## src/rtl/pmem_server_if.sv

```systemverilog
// pmem_server_if: loader, paging, control and core-facing signals of the program-memory server
interface pmem_server_if #(
  parameter int PC_LEN    = 4,
  parameter int INSTR_LEN = 8,
  parameter int NUM_PAGES = 4
);
  localparam int PG_W = NUM_PAGES > 1 ? $clog2(NUM_PAGES) : 1;
  logic                 start;
  logic [31:0]          max_cycles;
  logic                 ld_valid;
  logic                 ld_ready;
  logic [PG_W-1:0]      ld_page;
  logic [PC_LEN-1:0]    ld_addr;
  logic [INSTR_LEN-1:0] ld_data;
  logic                 page_we;
  logic [PG_W-1:0]      page_in;
  logic [PC_LEN-1:0]    PC;
  logic [INSTR_LEN-1:0] INSTR;
  logic                 core_rstn;
  logic                 halted;
  logic                 timed_out;
  logic [31:0]          cycle_count;
  modport master (
    output start, max_cycles, ld_valid, ld_page, ld_addr, ld_data, page_we, page_in, PC,
    input  ld_ready, INSTR, core_rstn, halted, timed_out, cycle_count
  );
  modport slave (
    input  start, max_cycles, ld_valid, ld_page, ld_addr, ld_data, page_we, page_in, PC,
    output ld_ready, INSTR, core_rstn, halted, timed_out, cycle_count
  );
endinterface

```

## src/rtl/pmem_server.sv

```systemverilog
// pmem_server: paged program memory serving INSTR to the core, with reset/run sequencing and halt/time-out detection
module pmem_server #(
  parameter int PC_LEN     = 4,
  parameter int INSTR_LEN  = 8,
  parameter int NUM_PAGES  = 4,
  parameter int RST_CYCLES = 4
) (
  input  logic CLK,
  input  logic RSTN,
  pmem_server_if.slave bus
);
  localparam int PG_W  = NUM_PAGES > 1 ? $clog2(NUM_PAGES) : 1;
  localparam int WORDS = 1 << PC_LEN;
  localparam int RCW   = $clog2(RST_CYCLES + 1);
  typedef enum logic [2:0] {IDLE, RST_HOLD, RUN, HALT, TIMEOUT} state_t;
  state_t               state, state_nx;
  logic [INSTR_LEN-1:0] mem [NUM_PAGES][WORDS];
  logic [PG_W-1:0]      page;
  logic [RCW-1:0]       rst_cnt;
  logic [31:0]          max_r, cnt;
  logic [PC_LEN-1:0]    last_pc;
  logic                 pc_valid, halted_r, tout_r;
  logic [INSTR_LEN-1:0] instr_r;
  logic                 ld_rdy, core_on, halt_hit, tout_hit, start_ok;
  assign halt_hit = pc_valid && bus.PC == last_pc;
  assign tout_hit = max_r != 32'd0 && cnt + 32'd1 == max_r;
  assign start_ok = ld_rdy && bus.start;
  // State register; reset aborts any run straight back to IDLE
  always_ff @(posedge CLK or negedge RSTN)
    if (!RSTN) state <= IDLE;
    else state <= state_nx;
  // Next state: a start is only honoured outside RST_HOLD/RUN; halt beats time-out
  always_comb begin
    state_nx = state;
    case (state)
      IDLE, HALT, TIMEOUT: state_nx = bus.start ? RST_HOLD : state;
      RST_HOLD: state_nx = rst_cnt == RCW'(RST_CYCLES - 1) ? RUN : RST_HOLD;
      RUN: state_nx = halt_hit ? HALT : tout_hit ? TIMEOUT : RUN;
      default: state_nx = IDLE;
    endcase
  end
  // Outputs decoded from the registered state; the core stays released while halted or timed out
  always_comb begin
    ld_rdy  = state == IDLE || state == HALT || state == TIMEOUT;
    core_on = state == RUN || state == HALT || state == TIMEOUT;
  end
  // Run bookkeeping: reset-hold counter, sampled time-out, cycle count, halt-loop tracking, page register
  always_ff @(posedge CLK or negedge RSTN)
    if (!RSTN) begin
      rst_cnt  <= '0;
      max_r    <= '0;
      cnt      <= '0;
      last_pc  <= '0;
      pc_valid <= 1'b0;
      halted_r <= 1'b0;
      tout_r   <= 1'b0;
      page     <= '0;
    end else begin
      if (start_ok) begin
        rst_cnt  <= '0;
        max_r    <= bus.max_cycles;
        cnt      <= '0;
        pc_valid <= 1'b0;
        halted_r <= 1'b0;
        tout_r   <= 1'b0;
      end else if (state == RST_HOLD) rst_cnt <= rst_cnt + 1'b1;
      else if (state == RUN) begin
        cnt      <= &cnt ? cnt : cnt + 32'd1;
        last_pc  <= bus.PC;
        pc_valid <= 1'b1;
        halted_r <= halt_hit;
        tout_r   <= tout_hit && !halt_hit;
      end
      if (bus.page_we && 32'(bus.page_in) < NUM_PAGES) page <= bus.page_in;
    end
  // Loader writes; contents survive reset and out-of-range pages are dropped
  always_ff @(posedge CLK)
    if (bus.ld_valid && ld_rdy && 32'(bus.ld_page) < NUM_PAGES) mem[bus.ld_page][bus.ld_addr] <= bus.ld_data;
  // Negedge fetch gives the core its instruction half a cycle after PC moves
  always_ff @(negedge CLK or negedge RSTN)
    if (!RSTN) instr_r <= '0;
    else instr_r <= core_on ? mem[page][bus.PC] : '0;
  assign bus.ld_ready    = ld_rdy;
  assign bus.core_rstn   = core_on;
  assign bus.INSTR       = instr_r;
  assign bus.halted      = halted_r;
  assign bus.timed_out   = tout_r;
  assign bus.cycle_count = cnt;
endmodule
```

## src/flat_wrapper.sv

```systemverilog
// flat-port wrapper written by rule: the top's interface ports become plain ports
module pmem_server_flat 
#(
  parameter int PC_LEN     = 4,
  parameter int INSTR_LEN  = 8,
  parameter int NUM_PAGES  = 4,
  parameter int RST_CYCLES = 4
)
  (CLK, RSTN, bus_start, bus_max_cycles, bus_ld_valid, bus_ld_page, bus_ld_addr, bus_ld_data, bus_page_we, bus_page_in, bus_PC, bus_ld_ready, bus_INSTR, bus_core_rstn, bus_halted, bus_timed_out, bus_cycle_count);
  pmem_server_if #(.PC_LEN(PC_LEN), .INSTR_LEN(INSTR_LEN), .NUM_PAGES(NUM_PAGES)) bus_i ();
  input  logic CLK;
  input  logic RSTN;
  input wire logic [$bits(bus_i.start)-1:0] bus_start;
  input wire logic [$bits(bus_i.max_cycles)-1:0] bus_max_cycles;
  input wire logic [$bits(bus_i.ld_valid)-1:0] bus_ld_valid;
  input wire logic [$bits(bus_i.ld_page)-1:0] bus_ld_page;
  input wire logic [$bits(bus_i.ld_addr)-1:0] bus_ld_addr;
  input wire logic [$bits(bus_i.ld_data)-1:0] bus_ld_data;
  input wire logic [$bits(bus_i.page_we)-1:0] bus_page_we;
  input wire logic [$bits(bus_i.page_in)-1:0] bus_page_in;
  input wire logic [$bits(bus_i.PC)-1:0] bus_PC;
  output wire logic [$bits(bus_i.ld_ready)-1:0] bus_ld_ready;
  output wire logic [$bits(bus_i.INSTR)-1:0] bus_INSTR;
  output wire logic [$bits(bus_i.core_rstn)-1:0] bus_core_rstn;
  output wire logic [$bits(bus_i.halted)-1:0] bus_halted;
  output wire logic [$bits(bus_i.timed_out)-1:0] bus_timed_out;
  output wire logic [$bits(bus_i.cycle_count)-1:0] bus_cycle_count;
  assign bus_i.start = bus_start;
  assign bus_i.max_cycles = bus_max_cycles;
  assign bus_i.ld_valid = bus_ld_valid;
  assign bus_i.ld_page = bus_ld_page;
  assign bus_i.ld_addr = bus_ld_addr;
  assign bus_i.ld_data = bus_ld_data;
  assign bus_i.page_we = bus_page_we;
  assign bus_i.page_in = bus_page_in;
  assign bus_i.PC = bus_PC;
  assign bus_ld_ready = bus_i.ld_ready;
  assign bus_INSTR = bus_i.INSTR;
  assign bus_core_rstn = bus_i.core_rstn;
  assign bus_halted = bus_i.halted;
  assign bus_timed_out = bus_i.timed_out;
  assign bus_cycle_count = bus_i.cycle_count;
  pmem_server #(.PC_LEN(PC_LEN), .INSTR_LEN(INSTR_LEN), .NUM_PAGES(NUM_PAGES), .RST_CYCLES(RST_CYCLES)) u_core (.CLK(CLK), .RSTN(RSTN), .bus(bus_i));
endmodule
```

## config.mk

```make
export PLATFORM = sky130hd
export DESIGN_NAME = pmem_server_flat
export DESIGN_NICKNAME = d
export VERILOG_FILES = /design/src/rtl/pmem_server_if.sv /design/src/rtl/pmem_server.sv /design/src/flat_wrapper.sv
export SDC_FILE = /design/constraint.sdc
export NUM_CORES = 1
export LEC_CHECK = 0
export BUFFER_PORTS_ARGS = -buffer_cell sky130_fd_sc_hd__buf_2
export CELL_PAD_IN_SITES_DETAIL_PLACEMENT = 1
export CELL_PAD_IN_SITES_GLOBAL_PLACEMENT = 1
export CORE_MARGIN = 10
export CORE_UTILIZATION = 40
export CTS_CLUSTER_SIZE = 24
export DETAILED_ROUTE_END_ITERATION = 10
export PLACE_DENSITY_LB_ADDON = 0.2
export SETUP_SLACK_MARGIN = 0.4
export SLEW_MARGIN = 40
export SYNTH_ARGS = -nofsm -noshare
export SYNTH_HDL_FRONTEND = slang
export SYNTH_SLANG_ARGS = --single-unit
```

## constraint.sdc

```tcl
create_clock -name CLK -period 7.17 [get_ports CLK]
set_input_delay 1.0755 -clock CLK [delete_from_list [all_inputs] [get_ports CLK]]
set_output_delay 1.0755 -clock CLK [all_outputs]
set_load 0.1 [all_outputs]
```

# Word level (Yosys, flattened, before mapping)
# Memory sizes are Yosys's and may differ from the RTL's.
# Cells that the tools add are included.
# op_classes
n_addsub,2
n_lt_le_gt_ge,3
eq_ne,10
n_mux,28
bitwise,4
n_reduce_logical,20
# op_table
operator,count
$mux W128,1
$mux W32,4
$add A32 B1 Y32 const B,1
$bmux W8 S4,1
$demux W8 S4,1
$eq A32 B32 Y1,1
$mux W8,4
$reduce_and A32 Y1,1
$reduce_bool A32 Y1,1
$mux W3,5
$ge A5 B5 Y1 const B,2
$mux W1,10
$not A4 Y5,2
$eq A3 B2 Y1 const B,3
$pmux W3 S3,1
$logic_and A1 B1 Y1,6
$reduce_and A3 Y1,2
$lt A5 B1 Y1 const B,1
$eq A4 B4 Y1,1
$logic_or A1 B1 Y1,4
$ne A2 B1 Y1 const B,2
$reduce_bool A2 Y1,2
$add A3 B1 Y3 const B,1
$eq A3 B1 Y1 const B,1
other kinds (8),9
# word_totals
ff_bits,87
ram_bits,512
input_bits,57
out_inout_bits,44
elab_cells,78
memories,1
# memory_table
name,words,width,rd,rd_ports_with_merged_regs,write_ports,line,source
u_core.mem,4,128,1,0,1,pmem_server.sv:17,logic [INSTR_LEN-1:0] mem [NUM_PAGES][WORDS];

# Logic depth before layout (Yosys ltp)
# Gate-level depths: netlist of run 1.
# logic_depth
word_depth,7
mapped_depth,11
depth_no_buf,9

==> flow_summary.json, run 1 <==
{
  "outcome": "complete, no violations",
  "wl_mm": 64.3,
  "clock_tree.buffer_depth": 3,
  "power_frac_comb_pct": 14.7,
  "power_switching_uw": 2350,
  "power.density_nw_per_um2": 308,
  "timing.clock.skew_ns": 0.0398,
  "worst_hold_path_type": "register to register",
  "crit_slowest_cell": "sky130_fd_sc_hd__mux4_2",
  "slew_headroom_pct": 42.2,
  "area_delta_synth_final_pct": 15.1,
  "dieArea_um2": 71700,
  "initial_antenna_violation_count": 3,
  "numPortBuffers": 100,
  "syn-mean-instance-area_um2": 17.8,
  "ir_drop_uv": 257,
  "viasPerCell": 5.75,
  "type_of_the_worst_setup_path": "register to register",
  "clock_h_tree_levels": 3,
  "synthesis.area_um2": 24600,
  "rsz0062_at_grt": "false",
  "crit_fanout": 37,
  "crit_path_largest_cell_delay_ns": 0.62,
  "clock_power_share_pct": 38.4,
  "netlist_instances": 1379,
  "critical_path_source_type": "register",
  "slew_violations": 0,
  "chip_height_um": 268,
  "final_cell_mix": "sky130_fd_sc_hd__edfxtp_1, sky130_fd_sc_hd__mux4_2, sky130_fd_sc_hd__nand2_1, sky130_fd_sc_hd__buf_2, sky130_fd_sc_hd__dfrtp_1",
  "worst_skew_pair.late_latency_ns": 0.61,
  "initial_utilization_pct": 40.5,
  "clkSinkCount": 599,
  "final_hold_viol_count": 0,
  "drive_above_1_share_pct": 28.8,
  "leakage_uw": 0.00949,
  "worst-endpoint-arrival_ns": 3.25,
  "fin_setup_tns_ns": 0,
  "fin_area_um2": 28300,
  "data_required_time_at_the_worst_endpoint_ns": 4.00,
  "commonest_non_fill_non_tap_cell_in_the_layout": "sky130_fd_sc_hd__edfxtp_1",
  "boundaryPins": 101,
  "synth-async-reset-ratio_pct": 14.5,
  "die_width_um": 268,
  "max-cap-violations": 0,
  "detailed_place.area_um2": 26100,
  "critical-path-top-cell-by-count": "sky130_fd_sc_hd__mux4_2",
  "root_buffer_cell": "sky130_fd_sc_hd__clkbuf_16",
  "finish.utilization_pct": 46.7,
  "clock_pin_slew_on_the_worst_setup_and_hold_paths_ns": 0.05,
  "routabilityCongestion": 0.795,
  "grt_max_degree": 65,
  "max_slew.worst_pin.slew_ns": 0.864,
  "postSynthNetCount": 1439,
  "dr_total_vias": 13400,
  "cts_made_buffers": 67,
  "grt_usage_pct": 18.1,
  "first_global_vias": 13800,
  "synthesis.yosys.warnings": 0,
  "route.detailed.wl_per_inst_um": 27.6,
  "count_of_different_cell_masters_after_synthesis": 62,
  "tritoncts": "done",
  "drc_errors": 0,
  "cts_hold_buffers": 0,
  "cellInternalPower_uw": 6370,
  "timing.critical_path.cells": "buf_12, mux4_2, mux4_2, mux4_2, nor2b_1",
  "ant_nets": 0,
  "placeableCoreArea_um2": 60600,
  "synth_top_flop_cell": "sky130_fd_sc_hd__edfxtp_1",
  "finalSetupViolCount": 0,
  "cts_post_setup_buffers_inserted": 0,
  "p_total_uw": 8720,
  "synth.ff_latch_count": 599,
  "diodes": 0,
  "synth-edff-count": 512,
  "yosysSeqAreaShare_pct": 71.4,
  "first_iter_violations": 1170,
  "timing.critical_path.to_type": "register",
  "grt_first_pass_wirelength_mm": 95.7,
  "nNetsFinal": 1556,
  "p_seq_share_pct": 47.0,
  "global_route.overflow_total": 0,
  "swShare_pct": 27.0,
  "drt-pass1-iter-count": 5,
  "detailed_place_hpwl_mm": 41.7,
  "row_count": 90,
  "fin_hold_ws_ns": 0.485,
  "post_cts_resize_count": 0
}
per-layer routing:
| metal | vias to the layer above | GRT usage (%) | wire (µm) |
|---|---|---|---|
| li1 | 5729 | - | - |
| met3 | 67 | 3.77 | 4260 |
| met1 | 7179 | 25.8 | 28200 |
| met2 | 405 | 28.4 | 30700 |
| met5 | - | 0 | 31 |
| met4 | 4 | 4.00 | 1050 |
critical path, delay by kind of cell, from the launching register on:
| family | cells | cell delay [ns] |
|---|---|---|
| and+or+nand+nor | 1 | 0.16 |
| buffers and inverters | 1 | 0.33 |
| DFF | 1 | 0.56 |
| muxes | 3 | 1.58 |
cells by family after synthesis:
group | share of synthesized area (%)
flip-flops | 71.4
buffers and inverters | 1.41
AND/OR/NAND/NOR | 7.08
multiplexers | 15.8
adder cells (fa/ha/maj) | 0.153
AO/OA/AOI/OAI | 2.62
XOR/XNOR | 1.50
per-stage QoR:
step / instances / worst slack, ns
floorplan: 1379 / 0.579
global placement: 2209 / 0.661
detailed placement: 2209 / 0.661
CTS: 2327 / 0.694
global route: 2327 / 0.632
finish: 2327 / 0.753
path summary, 6_finish.rpt:
kind | start | slack [ns] | cells after the start | to
worst max-delay path | u_core.page[0]$_DFFE_PN0P_ | 0.75 | 5 | u_core.bus.INSTR[7]$_DFF_NN0_
worst max register to register | u_core.page[0]$_DFFE_PN0P_ | 0.75 | 5 | u_core.bus.INSTR[7]$_DFF_NN0_
max in group asynchronous | RSTN | 2.73 | 1 | u_core.bus.INSTR[1]$_DFF_NN0_
worst min-delay path | u_core.rst_cnt[2]$_DFFE_PN0P_ | 0.49 | 2 | u_core.rst_cnt[2]$_DFFE_PN0P_
worst min register to register | u_core.rst_cnt[2]$_DFFE_PN0P_ | 0.49 | 2 | u_core.rst_cnt[2]$_DFFE_PN0P_
min in group asynchronous | RSTN | 0.51 | 1 | u_core.max_r[25]$_DFFE_PN0P_
synthesized netlist by cell type (3+ instances only):
cell                       instances  share of area [%]
sky130_fd_sc_hd__edfxtp_1        512                 63
sky130_fd_sc_hd__mux4_2          168                 15
sky130_fd_sc_hd__nand2_1         167                2.6
sky130_fd_sc_hd__nor2_1           88                1.3
sky130_fd_sc_hd__dfrtp_1          79                8.0
sky130_fd_sc_hd__clkbuf_1         53               0.81
sky130_fd_sc_hd__nand3_1          31               0.63
sky130_fd_sc_hd__xnor2_1          27               0.96
sky130_fd_sc_hd__o21ai_0          23               0.47
sky130_fd_sc_hd__buf_1            21               0.32
sky130_fd_sc_hd__o211ai_1         19               0.58
sky130_fd_sc_hd__nor4_1           17               0.43
sky130_fd_sc_hd__o31ai_1          17               0.52
sky130_fd_sc_hd__nand4_1          15               0.38
sky130_fd_sc_hd__xor2_1           15               0.53
sky130_fd_sc_hd__nor2b_1          14               0.36
sky130_fd_sc_hd__nor3_1           12               0.24
sky130_fd_sc_hd__dfrtn_1           8               0.81
sky130_fd_sc_hd__and3_1            6               0.15
sky130_fd_sc_hd__inv_1             6              0.092
sky130_fd_sc_hd__buf_2             5               0.10
sky130_fd_sc_hd__mux2i_1           5               0.20
sky130_fd_sc_hd__mux2_2            4               0.18
sky130_fd_sc_hd__nand2b_1          4               0.10
sky130_fd_sc_hd__nand3b_1          4               0.12
sky130_fd_sc_hd__a21o_1            3              0.092
sky130_fd_sc_hd__a21oi_1           3              0.061
sky130_fd_sc_hd__ha_1              3               0.15
sky130_fd_sc_hd__nor3b_1           3              0.092
sky130_fd_sc_hd__o41ai_1           3               0.11
sky130_fd_sc_hd__or2_2             3              0.076
sky130_fd_sc_hd__or4_1             3              0.092
final cells by class:
type / count / area, µm²
Clock buffer: 91 / 1830
Timing Repair Buffer: 130 / 828
Tap cell: 782 / 978
Multi-Input combinational cell: 692 / 6770
Inverter: 6 / 22.5
Sequential cell: 599 / 17600
Fill cell: 5742 / 32300
Clock inverter: 27 / 283
power groups by stage:
stage / logic [µW] / clock network (µW) / registers (µW)
floorplan: 791 / 0 / 4180
global placement: 1260 / 0 / 4160
detailed placement: 1290 / 0 / 4170
CTS: 1300 / 3410 / 4100
global route: 1400 / 3570 / 4110
finish: 1280 / 3350 / 4090
flip-flops by register name, indices dropped and copies added (netlist names):
| name | count |
|---|---|
| u_core.mem | 512 |
| u_core.bus.timed_out | 1 |
| u_core.bus.halted | 1 |
| u_core.page | 2 |
| u_core.pc_valid | 1 |
| u_core.bus.INSTR | 8 |
| u_core.max_r | 32 |
| u_core.last_pc | 4 |
| u_core.rst_cnt | 3 |
| u_core.bus.cycle_count | 32 |
| u_core.state | 3 |
(Power assumes the default switching activity.)
==> inputs of run 2 (changes only) <==
RECOVER_POWER = 100   (was not set)
clock period = 8.3 ns   (was 7.17 ns; I/O delays follow)
==> flow_summary.json, run 2 (synthesized netlist as in run 1, its figures left out) <==
{
  "outcome": "finished with violations",
  "failed_checks": "max-capacitance violations, max-slew violations",
  "placeableCoreArea_um2": 60600,
  "routabilityCongestion": 0.794,
  "timing.critical_path.cells": "clkbuf_1",
  "chip_height_um": 268,
  "commonest_non_fill_non_tap_cell_in_the_layout": "sky130_fd_sc_hd__edfxtp_1",
  "first_iter_violations": 1264,
  "route.detailed.wl_per_inst_um": 27.9,
  "worst_slack_ns": 0.825,
  "fin_area_um2": 28100,
  "global_route.overflow_total": 0,
  "die_width_um": 268,
  "final_cell_mix": "sky130_fd_sc_hd__edfxtp_1, sky130_fd_sc_hd__mux4_2, sky130_fd_sc_hd__nand2_1, sky130_fd_sc_hd__nor2_1, sky130_fd_sc_hd__clkbuf_1",
  "root_buffer_cell": "sky130_fd_sc_hd__clkbuf_16",
  "max-cap-violations": 13,
  "finalSetupViolCount": 0,
  "worst-endpoint-arrival_ns": 6.23,
  "worst_skew_pair.late_latency_ns": 0.60,
  "worst_hold_path_type": "register to register",
  "top_register": "u_core.mem",
  "cts_made_buffers": 67,
  "dr_total_vias": 13400,
  "nFillCells": 5731,
  "slew_violations": 710,
  "drc_errors": 0,
  "numPortBuffers": 100,
  "wl_mm": 65.0,
  "grt_max_degree": 76,
  "boundaryPins": 101,
  "detailed_place_hpwl_mm": 41.8,
  "final_hold_viol_count": 0,
  "grt_first_pass_wirelength_mm": 96.5,
  "finish.utilization_pct": 46.4,
  "drive_above_1_share_pct": 22.4,
  "crit_slowest_cell": "sky130_fd_sc_hd__clkbuf_1",
  "grt_usage_pct": 18.3,
  "crit_path_largest_cell_delay_ns": 0.91,
  "clkSinkCount": 599,
  "detailed_place.area_um2": 26100,
  "ant_nets": 0,
  "critical_path_source_type": "register",
  "rsz0062_at_grt": "false",
  "cp_top_family": "buffers and inverters",
  "initial_utilization_pct": 40.5,
  "initial_antenna_violation_count": 1,
  "timing.clock.skew_ns": 0.0266,
  "slew_headroom_pct": -117,
  "timing.critical_path.buf_inv": 1,
  "place_worst_setup_slack_ns": 0.900,
  "drt-pass1-iter-count": 5,
  "ir_drop_uv": 184,
  "cts_post_setup_buffers_inserted": 0,
  "data_required_time_at_the_worst_endpoint_ns": 7.05,
  "type_of_the_worst_setup_path": "register to output port",
  "clock_pin_slew_on_the_worst_setup_and_hold_paths_ns": 0.06,
  "timing.critical_path.to_type": "output port",
  "leakage_uw": 0.00925,
  "first_global_vias": 13900,
  "row_count": 90,
  "tritoncts": "done",
  "largest_register_ff_count": 512,
  "max_slew.worst_pin.slew_ns": 3.26,
  "viasPerCell": 5.75,
  "nNetsFinal": 1551,
  "diodes": 0,
  "post_cts_resize_count": 0,
  "dieArea_um2": 71700,
  "crit_fanout": 1,
  "power.density_nw_per_um2": 270,
  "fin_setup_tns_ns": 0,
  "clock_tree.buffer_depth": 3,
  "clock_h_tree_levels": 3,
  "cts_hold_buffers": 0,
  "area_delta_synth_final_pct": 14.4
}
==> run 2: changes by cell type in the layout (fill, tap and decap cells not counted), moves of 2 or more <==
cell,before,now
sky130_fd_sc_hd__clkbuf_8,4,2
sky130_fd_sc_hd__buf_2,99,49
sky130_fd_sc_hd__clkinv_2,7,9
sky130_fd_sc_hd__buf_4,23,9
sky130_fd_sc_hd__clkbuf_1,19,80
sky130_fd_sc_hd__bufinv_16,5,7
sky130_fd_sc_hd__nor2_2,36,1
sky130_fd_sc_hd__nor2_1,53,88
sky130_fd_sc_hd__inv_6,5,3
==> run 2: worst paths after layout <==
path                                                from                            end  slack [ns]  depth (start not counted)
max                        u_core.bus.INSTR[6]$_DFF_NN0_                   bus_INSTR[6]        0.83                          1
min                        u_core.rst_cnt[2]$_DFFE_PN0P_  u_core.rst_cnt[2]$_DFFE_PN0P_        0.47                          2
max reg2reg                   u_core.page[0]$_DFFE_PN0P_  u_core.bus.INSTR[6]$_DFF_NN0_        1.07                          6
min reg2reg                u_core.rst_cnt[2]$_DFFE_PN0P_  u_core.rst_cnt[2]$_DFFE_PN0P_        0.47                          2
max in group asynchronous                           RSTN  u_core.bus.INSTR[7]$_DFF_NN0_        1.15                          1
min in group asynchronous                           RSTN   u_core.max_r[25]$_DFFE_PN0P_        1.53                          1
==> run 2: power breakdown <==
group / internal [µW] / switching, µW / leakage (µW)
combinational: 394 / 682 / 0.00244
sequential: 3400 / 143 / 0.00574
clock: 1770 / 1190 / 0.00106
total: 5570 / 2010 / 0.00925
==> run 2: layout make-up <==
type                            instances  area [µm²]  share of cell area [%]
Clock buffer                           93        1840                    6.53
Tap cell                              782         978                    3.48
Sequential cell                       599       17600                    62.5
Clock inverter                         30         355                    1.26
Multi-Input combinational cell        692        6650                    23.7
Timing Repair Buffer                  125         711                    2.53
Inverter                                6        22.5                  0.0801
==> run 2: layer usage <==
metal	part of all wire (%)	GRT usage, %	vias up
met1	45	26.1	7171
met3	6.2	3.79	78
met2	47	28.4	401
met4	1.7	4.17	0
li1	-	-	5725
met5	0	0	-
==> run 2: stage by stage <==
stage                     hold slack [ns]  cells  total power [µW]
after floorplan                     0.447   1379              4290
after global placement              0.461   2203              4660
after detailed placement            0.470   2203              4690
after CTS                           0.483   2326              7660
after global routing                0.513   2327              7900
final                               0.475   2327              7580
